### config.mk
export PLATFORM = sky130hd
export DESIGN_NAME = uart_tx_framer
export DESIGN_NICKNAME = d
export VERILOG_FILES = /design/src/rtl/uart_tx_framer.sv
export SDC_FILE = /design/constraint.sdc
export NUM_CORES = 1
export LEC_CHECK = 0
export ABC_AREA = 0
export BUFFER_PORTS_ARGS = -buffer_cell sky130_fd_sc_hd__buf_2
export CAP_MARGIN = 25
export CORE_MARGIN = 5
export CORE_UTILIZATION = 62
export CTS_CLUSTER_DIAMETER = 50
export DETAILED_ROUTE_END_ITERATION = 12
export PLACE_DENSITY = 0.84
export SYNTH_ARGS = -nofsm -noshare
export SYNTH_HDL_FRONTEND = slang
export SYNTH_SLANG_ARGS = --single-unit
### constraint.sdc
create_clock -name clk -period 5.1 [get_ports clk]
set_clock_uncertainty 0.2 [all_clocks]
set_input_delay 0.51 -clock clk [delete_from_list [all_inputs] [get_ports clk]]
set_output_delay 0.51 -clock clk [all_outputs]
set_load 0.02 [all_outputs]
### src/rtl/uart_tx_framer.sv
// UART transmit framer: start bit, DATA_W data bits LSB first, optional parity, one or two stop bits.
// Parity bit is compiled in only when UART_TX_FRAMER_PARITY_EN is defined.
module uart_tx_framer #(
  parameter int DATA_W = 8,
  parameter int CNT_W  = 13,
  localparam int IDX_W = (DATA_W > 1) ? $clog2(DATA_W) : 1
) (
  input  logic              clk,
  input  logic              rstn,
  input  logic [CNT_W-1:0]  clks_per_bit,
  input  logic              two_stop,
  input  logic              parity_odd,
  input  logic [DATA_W-1:0] data,
  input  logic              valid,
  output logic              ready,
  output logic              busy,
  output logic              done,
  output logic              txd
);

  // Handshake: a payload transfers on a rising edge where valid && ready; ready is high only in IDLE.
  typedef enum logic [2:0] {S_IDLE, S_START, S_DATA, S_PARITY, S_STOP} state_t;

  state_t             r_state, w_state_nxt;
  logic [CNT_W-1:0]   r_cnt, w_cnt_nxt;
  logic [CNT_W-1:0]   r_n, w_n_nxt;
  logic [IDX_W-1:0]   r_idx, w_idx_nxt;
  logic [DATA_W-1:0]  r_shift, w_shift_nxt;
  logic               r_two, w_two_nxt;
  logic               r_txd, w_txd_nxt;
  logic               r_done, w_done_nxt;
  logic               w_bit_end;

`ifdef UART_TX_FRAMER_PARITY_EN
  logic               r_par, w_par_nxt;
`else
  logic               w_unused_par;
  assign w_unused_par = parity_odd;
`endif

  assign ready = (r_state == S_IDLE);
  assign busy  = ~ready;
  assign done  = r_done;
  assign txd   = r_txd;

  assign w_bit_end = (r_cnt == r_n - CNT_W'(1));

  always_comb begin
    w_state_nxt = r_state;
    w_cnt_nxt   = r_cnt;
    w_n_nxt     = r_n;
    w_idx_nxt   = r_idx;
    w_shift_nxt = r_shift;
    w_two_nxt   = r_two;
    w_txd_nxt   = r_txd;
    w_done_nxt  = 1'b0;
`ifdef UART_TX_FRAMER_PARITY_EN
    w_par_nxt   = r_par;
`endif
    if (r_state != S_IDLE) begin
      w_cnt_nxt = w_bit_end ? '0 : r_cnt + CNT_W'(1);
    end
    case (r_state)
      S_IDLE: begin
        w_txd_nxt = 1'b1;
        if (valid) begin
          // A zero divisor would never end a bit, so it is promoted to 1.
          w_state_nxt = S_START;
          w_cnt_nxt   = '0;
          w_idx_nxt   = '0;
          w_n_nxt     = (clks_per_bit == '0) ? CNT_W'(1) : clks_per_bit;
          w_shift_nxt = data;
          w_two_nxt   = two_stop;
          w_txd_nxt   = 1'b0;
`ifdef UART_TX_FRAMER_PARITY_EN
          w_par_nxt   = (^data) ^ parity_odd;
`endif
        end
      end
      S_START: begin
        if (w_bit_end) begin
          w_state_nxt = S_DATA;
          w_txd_nxt   = r_shift[0];
        end
      end
      S_DATA: begin
        if (w_bit_end) begin
          if (r_idx == IDX_W'(DATA_W - 1)) begin
            w_idx_nxt = '0;
`ifdef UART_TX_FRAMER_PARITY_EN
            w_state_nxt = S_PARITY;
            w_txd_nxt   = r_par;
`else
            w_state_nxt = S_STOP;
            w_txd_nxt   = 1'b1;
`endif
          end else begin
            w_idx_nxt   = r_idx + IDX_W'(1);
            w_shift_nxt = r_shift >> 1;
            w_txd_nxt   = r_shift[1];
          end
        end
      end
      S_PARITY: begin
        if (w_bit_end) begin
          w_state_nxt = S_STOP;
          w_idx_nxt   = '0;
          w_txd_nxt   = 1'b1;
        end
      end
      S_STOP: begin
        w_txd_nxt = 1'b1;
        if (w_bit_end) begin
          // r_idx counts stop bits already sent.
          if (!r_two || r_idx == IDX_W'(1)) begin
            w_state_nxt = S_IDLE;
            w_idx_nxt   = '0;
            w_done_nxt  = 1'b1;
          end else begin
            w_idx_nxt = r_idx + IDX_W'(1);
          end
        end
      end
      default: begin
        w_state_nxt = S_IDLE;
        w_txd_nxt   = 1'b1;
      end
    endcase
  end

  always_ff @(posedge clk) begin
    if (!rstn) begin
      r_state <= S_IDLE;
      r_cnt   <= '0;
      r_n     <= '0;
      r_idx   <= '0;
      r_shift <= '0;
      r_two   <= 1'b0;
      r_txd   <= 1'b1;
      r_done  <= 1'b0;
`ifdef UART_TX_FRAMER_PARITY_EN
      r_par   <= 1'b0;
`endif
    end else begin
      r_state <= w_state_nxt;
      r_cnt   <= w_cnt_nxt;
      r_n     <= w_n_nxt;
      r_idx   <= w_idx_nxt;
      r_shift <= w_shift_nxt;
      r_two   <= w_two_nxt;
      r_txd   <= w_txd_nxt;
      r_done  <= w_done_nxt;
`ifdef UART_TX_FRAMER_PARITY_EN
      r_par   <= w_par_nxt;
`endif
    end
  end

endmodule

==> results.cfg, run 1 <==
[min_path]
whs_endpoint = r_n[1]
min_path_type = input port to flop
holdCritStartpoint = clks_per_bit[1]
min_delay_path_depth = 2

[synth]
avgSynthCellArea_um2 = 8.719
synthDistinctLibCells = 57
synth_top_area_share = 0.3477
ys_ff_latch = 43
synth-main-ff-cell = dfxtp_1
yosysTopAreaCell = dfxtp_1
yosysWarnings = 0
syn_area_um2 = 2476
synth_edf_count = 0
async_flop_share = 0
syn-instance-count = 284
synthTopCellsByArea = dfxtp_1 35%, xnor2_1 5.0%, mux2i_1 4.9%
synthesis.nets = 315
seq_area_frac_synth = 0.3477

[clock_tree]
cts-root-buf = clkbuf_8
cts_buffer_depth = 2
h-tree-depth = 2
clk_pin_slew_ps = 90
cts_resized = 0
insertion_delay_ps = 300
tritoncts = built
numCtsBuffers = 5
cts_setup_buffers = 0
clkSinkCount = 43
hold_buffers = 0

[cells_and_area]
fillers = 311
drive_gt1_frac = 0.1656
num_antenna_cells = 0
num-nets-final = 332
area_growth_pct = 9.803
fin_cells = 352

[sta]
setup_viol = 0
layout_setup_ws_ps = 1583
slew_violations = 0
slew_headroom = 0.4418
post-route-period-util = 0.6896
worst_pin_slew_ps = 829.6
fin_tns_setup_ps = 0
max_freq_ghz = 0.2844
rsz0062_at_grt = false
hold_viol_final = 0
period_needed_ps = 3517

[place]
portBuffers = 28
hpwl_mm = 3.910
placed_cells = 344
preCtsSetupSlack_ps = 1638
routabilityCongestion = 0.9192

[global_route]
overflow = 0
grt_pass1_vias = 2087
antenna_found_initial = 0
grt_max_degree = 25
grtUsageTotal = 0.2205
grt_pass1_wl_mm = 9.335

[critical_path]
timing.rr.start = r_n[0]
worst-setup-path-type = flop to flop
r2r_setup_slack_ps = 1580
r2r_cells = 9
worst_ep_arrival_time_ps = 3520
cp_max_fo = 15
critPathCaptureType = flop
r2r-end = r_shift[4]
startpoint_type = flop
required_ps = 5100

[status]
status = complete, no violations

[detailed_routing]
first_pass_iters = 4
wire_per_inst_um = 15.18
vias = 2177
routed_via_density = 6.185
post-route-drc-count = 0
ant_nets = 0
wirelength_mm = 5.345
drt_iter0_markers = 123

[die]
coreArea_um2 = 3943
ioPinCount = 30
rows = 23
design.die.area_um2 = 5358
start_util = 0.6281
die_y_um = 73.20
die_w_um = 73.20

[power]
p_leak_nw = 1.020
irDropWorstVdd_mv = 0.1992
p_per_area_nw_per_um2 = 300.0

[job]
cap_violations = 0
cells in the mapped netlist, drive strengths merged, types with 2 or more instances:
master and number:
a31oi 2, a21oi 11, nor3 7, nand3 9, mux2i 12, xnor2 14, nand3b 4, or3 5
nor3b 3, o2111ai 2, ha 5, o21ai 12, nor2b 3, nor2 27, a41oi 2, dfxtp 43
a22o 8, xor2 12, buf 7, inv 8, nand2 26, o31ai 3, nand4b 2, and2 3
nand4 6, o311a 7, nor4b 3, nor4 8, or4 3, clkbuf 11
placed cells by master (no fill, tap or decap), types with 2 or more instances in the layout:
master     instances
a21oi_1           10
a22o_1             7
a31oi_1            2
a41oi_1            2
and2_1             3
buf_2             28
bufinv_16          2
clkbuf_8           5
dfxtp_1           43
ha_1               5
inv_1              8
mux2i_1           12
nand2_1           26
nand3_1            9
nand3b_1           4
nand4_1            6
nand4b_1           2
nor2_1            27
nor2b_1            3
nor3_1             7
nor3b_1            3
nor4_1             6
nor4b_1            3
o21ai_0           10
o21ai_4            2
o311a_1            7
o31ai_1            3
or3_1              4
or4_1              2
xnor2_1           14
xor2_1            12
stage by stage:
stage / area, um^2 / utilization / hold WS [ps] / total power [mW]
after detailed placement: 2582 / 0.6550 / 252.2 / 0.5049
after global placement: 2582 / 0.6550 / 243.9 / 0.4999
after floorplan: 2476 / - / 232.9 / 0.4750
after global routing: 2719 / 0.6896 / 232.0 / 0.8492
final: 2719 / 0.6896 / 229.9 / 0.8158
after CTS: 2719 / 0.6896 / 228.8 / 0.8163
logic make-up (layout without fill, tap and decap cells):
| kind of cell | Yosys count | count (layout) | share of synthesized area |
|---|---|---|---|
| simple gates | 113 | 113 | 0.2481 |
| compound gates | 58 | 58 | 0.1860 |
| fa+ha+maj | 5 | 5 | 0.02527 |
| mux | 12 | 12 | 0.04851 |
| xor+xnor | 26 | 26 | 0.09197 |
| flops | 43 | 43 | 0.3477 |
| buf+inv | 27 | 45 | 0.05255 |
power breakdown:
group	internal, mW	switching (mW)	leakage, nW
Clock	0.195	0.121	0.0644
Combinational	0.0558	0.0759	0.604
Sequential	0.350	0.0180	0.351
Total	0.601	0.215	1.02
critical path, stage by stage (launching register included):
cell,delay [ps]
dfxtp_1,370
inv_1,80
ha_1,310
or3b_2,530
or4_1,420
a32oi_1,210
mux2i_1,210
nor4_4,710
o21ai_0,190
o311a_1,170
how the worst max path moves through the flow:
stage / start / cells past startpoint / slack (ps) / endpoint
floorplan: r_n[0] / 10 / 2120 / r_state[2]
CTS: r_n[0] / 9 / 1630 / r_state[2]
global placement: r_n[0] / 9 / 1740 / r_shift[1]
finish: r_n[0] / 9 / 1580 / r_shift[4]
global route: r_n[0] / 9 / 1370 / r_shift[3]
detailed placement: r_n[0] / 9 / 1640 / r_shift[4]
per-layer routing:
metal	up-vias	GRT usage	share of wire
met3	14	0.05096	0.046
li1	1069	-	-
met2	53	0.3615	0.50
met5	-	0	0
met4	0	0.1045	0.026
met1	1041	0.2713	0.43
state kept, by name (all words and copies together) (netlist names):
register and cells:
r_cnt 13, r_n 13, r_shift 8, r_idx 3, r_state 3, done 1, r_two 1, txd 1
final cells by class:
| type | instances | area [um^2] | area share |
|---|---|---|---|
| inverter | 9 | 33.78 | 0.01243 |
| tap | 50 | 62.56 | 0.02301 |
| clock buffer | 5 | 68.82 | 0.02531 |
| sequential | 43 | 860.8 | 0.3166 |
| multi-input combinational | 214 | 1485 | 0.5462 |
| clock inverter | 3 | 67.56 | 0.02485 |
| timing repair buffer | 28 | 140.1 | 0.05154 |
Note: power is estimated with default switching activity, not from simulation.
==> run 2, diff against run 1 <==
--- a/config.mk
+++ b/config.mk
@@ -9,10 +9,10 @@
 export BUFFER_PORTS_ARGS = -buffer_cell sky130_fd_sc_hd__buf_2
 export CAP_MARGIN = 25
 export CORE_MARGIN = 5
-export CORE_UTILIZATION = 62
+export CORE_UTILIZATION = 52
 export CTS_CLUSTER_DIAMETER = 50
 export DETAILED_ROUTE_END_ITERATION = 12
-export PLACE_DENSITY = 0.84
+export PLACE_DENSITY = 0.75
 export SYNTH_ARGS = -nofsm -noshare
 export SYNTH_HDL_FRONTEND = slang
 export SYNTH_SLANG_ARGS = --single-unit
==> constraint.sdc (replaced) <==
create_clock -name clk -period 3.18 [get_ports clk]
set_clock_uncertainty 0.2 [all_clocks]
set_input_delay 0.318 -clock clk [delete_from_list [all_inputs] [get_ports clk]]
set_output_delay 0.318 -clock clk [all_outputs]
set_load 0.02 [all_outputs]
==> run 2 against run 1 <==
- first-iteration DRC count shrank 7.3%
- worst setup slack got worse by 1500 ps
- critical path depth shrank 2
- global-route usage decreased by 3.5 points
- clock power grew 6.3%
- largest power group unchanged
==> results.cfg, run 2 (synthesized netlist as in run 1, its figures left out) <==
[sta]
post-route-period-util = 0.9587
worst_pin_slew_ps = 556.2
rsz0062_at_grt = false
setup_viol = 0
layout_setup_ws_ps = 131.3
fin_tns_setup_ps = 0
slew_violations = 0
period_needed_ps = 3049
slew_headroom = 0.6243
hold_viol_final = 0
max_freq_ghz = 0.3280

[critical_path]
r2r_cells = 7
worst_ep_arrival_time_ps = 3070
startpoint_type = flop
slowest_delay_ps = 560
critPathCaptureType = flop
crit_chain = or4_1 -> or4_4 -> a21oi_2 -> o2111ai_2 -> or3_4 -> o21ai_4 -> mux2i_1
crit_end = r_idx[2]
r2r-end = r_idx[2]
cpMaxStageDelayCell = or4_1
crit_start = r_n[0]
cp_max_fo = 6
required_ps = 3200
worst-setup-path-type = flop to flop
timing.rr.start = r_n[0]
r2r_setup_slack_ps = 130

[place]
hpwl_mm = 4.177
preCtsSetupSlack_ps = 76.51
placed_cells = 359
routabilityCongestion = 0.8760
portBuffers = 28
placed_area_um2 = 2670

[cells_and_area]
fin_cells = 367
top_regs = r_cnt: 13 flops, r_n: 13 flops, r_shift: 8 flops
num_antenna_cells = 0
num-nets-final = 343
area_growth_pct = 12.03
fin_area_um2 = 2774
final_common_cell = dfxtp_1
final_cell_mix = 43 x dfxtp_1, 28 x buf_2, 27 x nor2_1
drive_gt1_frac = 0.2045

[status]
status = complete, no violations

[die]
design.die.area_um2 = 6242
start_util = 0.5313
rows = 25
die_w_um = 79.01
coreArea_um2 = 4661
die_y_um = 79.01
ioPinCount = 30

[global_route]
overflow = 0
grtUsageTotal = 0.1853
grt_max_degree = 23
grt_pass1_wl_mm = 9.363
grt_pass1_vias = 2079
antenna_found_initial = 0

[power]
irDropWorstVdd_mv = 0.2989
fin_total_pwr_mw = 1.159
p_leak_nw = 1.057
p_per_area_nw_per_um2 = 418.0

[detailed_routing]
post-route-drc-count = 0
wirelength_mm = 5.528
vias = 2165
drt_iter0_markers = 114
ant_nets = 0
wire_per_inst_um = 15.06
first_pass_iters = 6
routed_via_density = 5.899

[job]
cap_violations = 0

[clock_tree]
tritoncts = built
numCtsBuffers = 5
cts-root-buf = clkbuf_8
h-tree-depth = 2
clkSinkCount = 43
cts_resized = 0
cts_buffer_depth = 2
hold_buffers = 0
insertion_delay_ps = 300
cts_setup_buffers = 0
clk_pin_slew_ps = 80

[min_path]
min_path_type = input port to flop
-- run 2: stage by stage --
stage / utilization / hold WS (ps)
6_report: 0.5952 / 42.76
5_1_grt: 0.5952 / 38.20
4_1_cts: 0.5911 / 39.87
3_5_place_dp: 0.5729 / 251.0
3_3_place_gp: 0.5729 / 244.9
2_1_floorplan: - / 232.9
-- run 2: area by class of cell --
cell class / instances / area, um^2
fill: 428 / 1887
clock buffer: 6 / 72.57
tap: 54 / 67.56
sequential: 43 / 860.8
inverter: 9 / 33.78
multi-input combinational: 214 / 1504
clock inverter: 2 / 12.51
timing repair buffer: 39 / 222.7
-- run 2: worst min path at each step --
stage | endpoint | slack [ps] | cells after the start | start
final | r_n[5] | 40 | 2 | clks_per_bit[5]
after global routing | r_n[5] | 40 | 2 | clks_per_bit[5]
after CTS | r_n[5] | 40 | 2 | clks_per_bit[5]
after detailed placement | r_two | 250 | 2 | r_two
after global placement | r_shift[7] | 240 | 2 | r_shift[7]
after floorplan | r_two | 230 | 2 | r_two
-- run 2: layer usage --
layer  global-route usage  vias up  routed length (um)
met4              0.05498        0                  74
met1               0.2246     1033                2515
met5                    0        -                   0
li1                     -     1091                   -
met3              0.04422        6                 195
met2               0.3241       35                2742
-- run 2: power breakdown --
group	leakage [nW]	switching (mW)	internal, mW	total, mW
Clock	0.0412	0.183	0.153	0.336
Sequential	0.351	0.0269	0.562	0.588
Combinational	0.664	0.127	0.107	0.235
-- run 2: critical path: cells and delay by family (launching register included) --
kind | cells | cell delay (ps)
AND/OR/NAND/NOR | 3 | 1590
AO/OA/AOI/OAI | 3 | 570
multiplexers | 1 | 230
flip-flops | 1 | 380
==> run 3, diff against run 2 <==
--- a/config.mk
+++ b/config.mk
@@ -10,9 +10,9 @@
 export CAP_MARGIN = 25
 export CORE_MARGIN = 5
 export CORE_UTILIZATION = 52
-export CTS_CLUSTER_DIAMETER = 50
 export DETAILED_ROUTE_END_ITERATION = 12
 export PLACE_DENSITY = 0.75
+export REMOVE_ABC_BUFFERS = 1
 export SYNTH_ARGS = -nofsm -noshare
 export SYNTH_HDL_FRONTEND = slang
 export SYNTH_SLANG_ARGS = --single-unit
==> run 3 against run 2 <==
- via count increased by 1.2%
- clock power increased by 31%
- fmax decreased by 0.28%
- die area unchanged
- worst setup slack got worse by 8.7 ps
- hold slack improved by 1.1 ps
- largest power group unchanged
- sequential power about the same
- largest cell class unchanged
==> results.cfg, run 3 (synthesized netlist as in run 1, its figures left out) <==
[die]
die_w_um = 79.01
rows = 25
die_y_um = 79.01
design.die.area_um2 = 6242
ioPinCount = 30
start_util = 0.5313
coreArea_um2 = 4661

[clock_tree]
clkSinkCount = 43
numCtsBuffers = 5
tritoncts = built
hold_buffers = 0
clk_pin_slew_ps = 80
h-tree-depth = 2
insertion_delay_ps = 300
cts_buffer_depth = 2
cts-root-buf = clkbuf_8

[critical_path]
critPathTopFamily = simple AND/OR/NAND/NOR gates
r2r_cells = 7
timing.rr.start = r_n[2]
required_ps = 3210
critPathCaptureType = flop
slowest_delay_ps = 540
crit_chain = or4_1 -> or4_4 -> a21oi_2 -> o2111ai_2 -> or3_4 -> o21ai_4 -> mux2i_1
r2r_setup_slack_ps = 120
r2r-end = r_idx[2]
cp_max_fo = 10
cpMaxStageDelayCell = or4_1
worst_ep_arrival_time_ps = 3090
critPathBufInv = 0
startpoint_type = flop
worst-setup-path-type = flop to flop

[detailed_routing]
drt_iter0_markers = 197
routed_via_density = 5.954
post-route-drc-count = 0
wirelength_mm = 5.570
wire_per_inst_um = 15.14
ant_nets = 0
first_pass_iters = 4
vias = 2191

[cells_and_area]
num_antenna_cells = 0
area.sequential_um2 = 862.1
multiInputGateArea_um2 = 1531
fin_area_um2 = 2835
final_cell_mix = 42 x dfxtp_1, 28 x buf_2, 27 x nor2_1
area_growth_pct = 14.50
drive_gt1_frac = 0.2229
num-nets-final = 344
final_common_cell = dfxtp_1
top_regs = r_cnt: 13 flops, r_n: 13 flops, r_shift: 8 flops
fillers = 417

[place]
portBuffers = 28
preCtsSetupSlack_ps = 94.98
routabilityCongestion = 0.8905
hpwl_mm = 3.964
placed_area_um2 = 2663

[min_path]
min_delay_path_depth = 2
min_path_type = input port to flop
whs_endpoint = r_n[6]
holdCritStartpoint = clks_per_bit[6]

[global_route]
grtUsageTotal = 0.1866
overflow = 0
grt_pass1_vias = 2051
grt_max_degree = 20
grt_pass1_wl_mm = 9.356
antenna_found_initial = 0

[sta]
post-route-period-util = 0.9615
layout_setup_ws_ps = 122.6
period_needed_ps = 3057
slew_violations = 0
slew_headroom = 0.6274
fin_tns_setup_ps = 0
hold_viol_final = 0
worst_pin_slew_ps = 551.7
max_freq_ghz = 0.3271
fin_hold_ws_ps = 43.89
setup_viol = 0

[power]
pwr-share-comb = 0.186
irDropWorstVdd_mv = 0.3519
p_seq_frac = 0.467
swShare = 0.2714
pwr-share-clk = 0.347
p_leak_nw = 1.081
p_per_area_nw_per_um2 = 446.5
power_switching_mw = 0.3435
p_int_mw = 0.9223
fin_total_pwr_mw = 1.266

[status]
status = complete, no violations

[job]
cap_violations = 0
## run 3: worst max-delay path by stage
| stage | end | cells past startpoint | slack [ps] | startpoint |
|---|---|---|---|---|
| finish | r_idx[2] | 7 | 120 | r_n[2] |
| global route | r_idx[1] | 7 | -0.4 | r_n[2] |
| CTS | r_idx[2] | 9 | 60 | r_n[0] |
| detailed placement | r_cnt[8] | 9 | 90 | r_n[0] |
| global placement | r_idx[1] | 9 | 150 | r_n[0] |
| floorplan | r_shift[0] | 9 | 160 | r_n[0] |
## run 3: metal layers
metal | global-route usage | routed length [um] | share of wire | vias to the layer above
met4 | 0.07560 | 78 | 0.014 | 0
met3 | 0.03515 | 192 | 0.034 | 9
met5 | 0 | 0 | 0 | -
met2 | 0.3114 | 2700 | 0.48 | 37
li1 | - | - | - | 1097
met1 | 0.2364 | 2598 | 0.47 | 1048
## run 3: layout make-up
type                    instances  area share
multi-input cells             215      0.5402
clock buffers                   6     0.02913
repair buffers                 39     0.07855
clock inverters                 2     0.01236
flip-flops and latches         43      0.3041
inverters                       9     0.01192
well taps                      54     0.02383
## run 3: power groups by stage
stage / combinational [mW] / sequential, mW / clock [mW]
3_5_place_dp: 0.222 / 0.601 / 0
4_1_cts: 0.225 / 0.588 / 0.450
5_1_grt: 0.261 / 0.595 / 0.472
3_3_place_gp: 0.219 / 0.600 / 0
6_report: 0.236 / 0.591 / 0.440
2_1_floorplan: 0.153 / 0.594 / 0
## run 3: per-stage QoR
stage / cells / util
after floorplan: 266 / -
after global placement: 358 / 0.5713
after detailed placement: 358 / 0.5713
after CTS: 366 / 0.5965
after global routing: 368 / 0.6083
final: 368 / 0.6083
## run 3: what timing repair did
item | 4_1_cts | 5_1_grt
setup buffers | 0 | 1
resized for setup | 0 | 8
setup endpoints to repair | 0 | 23
## run 3: worst reg2reg max path, cell delays in order (launching register included)
cell	delay (ps)
dfxtp_1	420
or4_1	540
or4_4	530
a21oi_2	180
o2111ai_2	170
or3_4	510
o21ai_4	240
mux2i_1	210
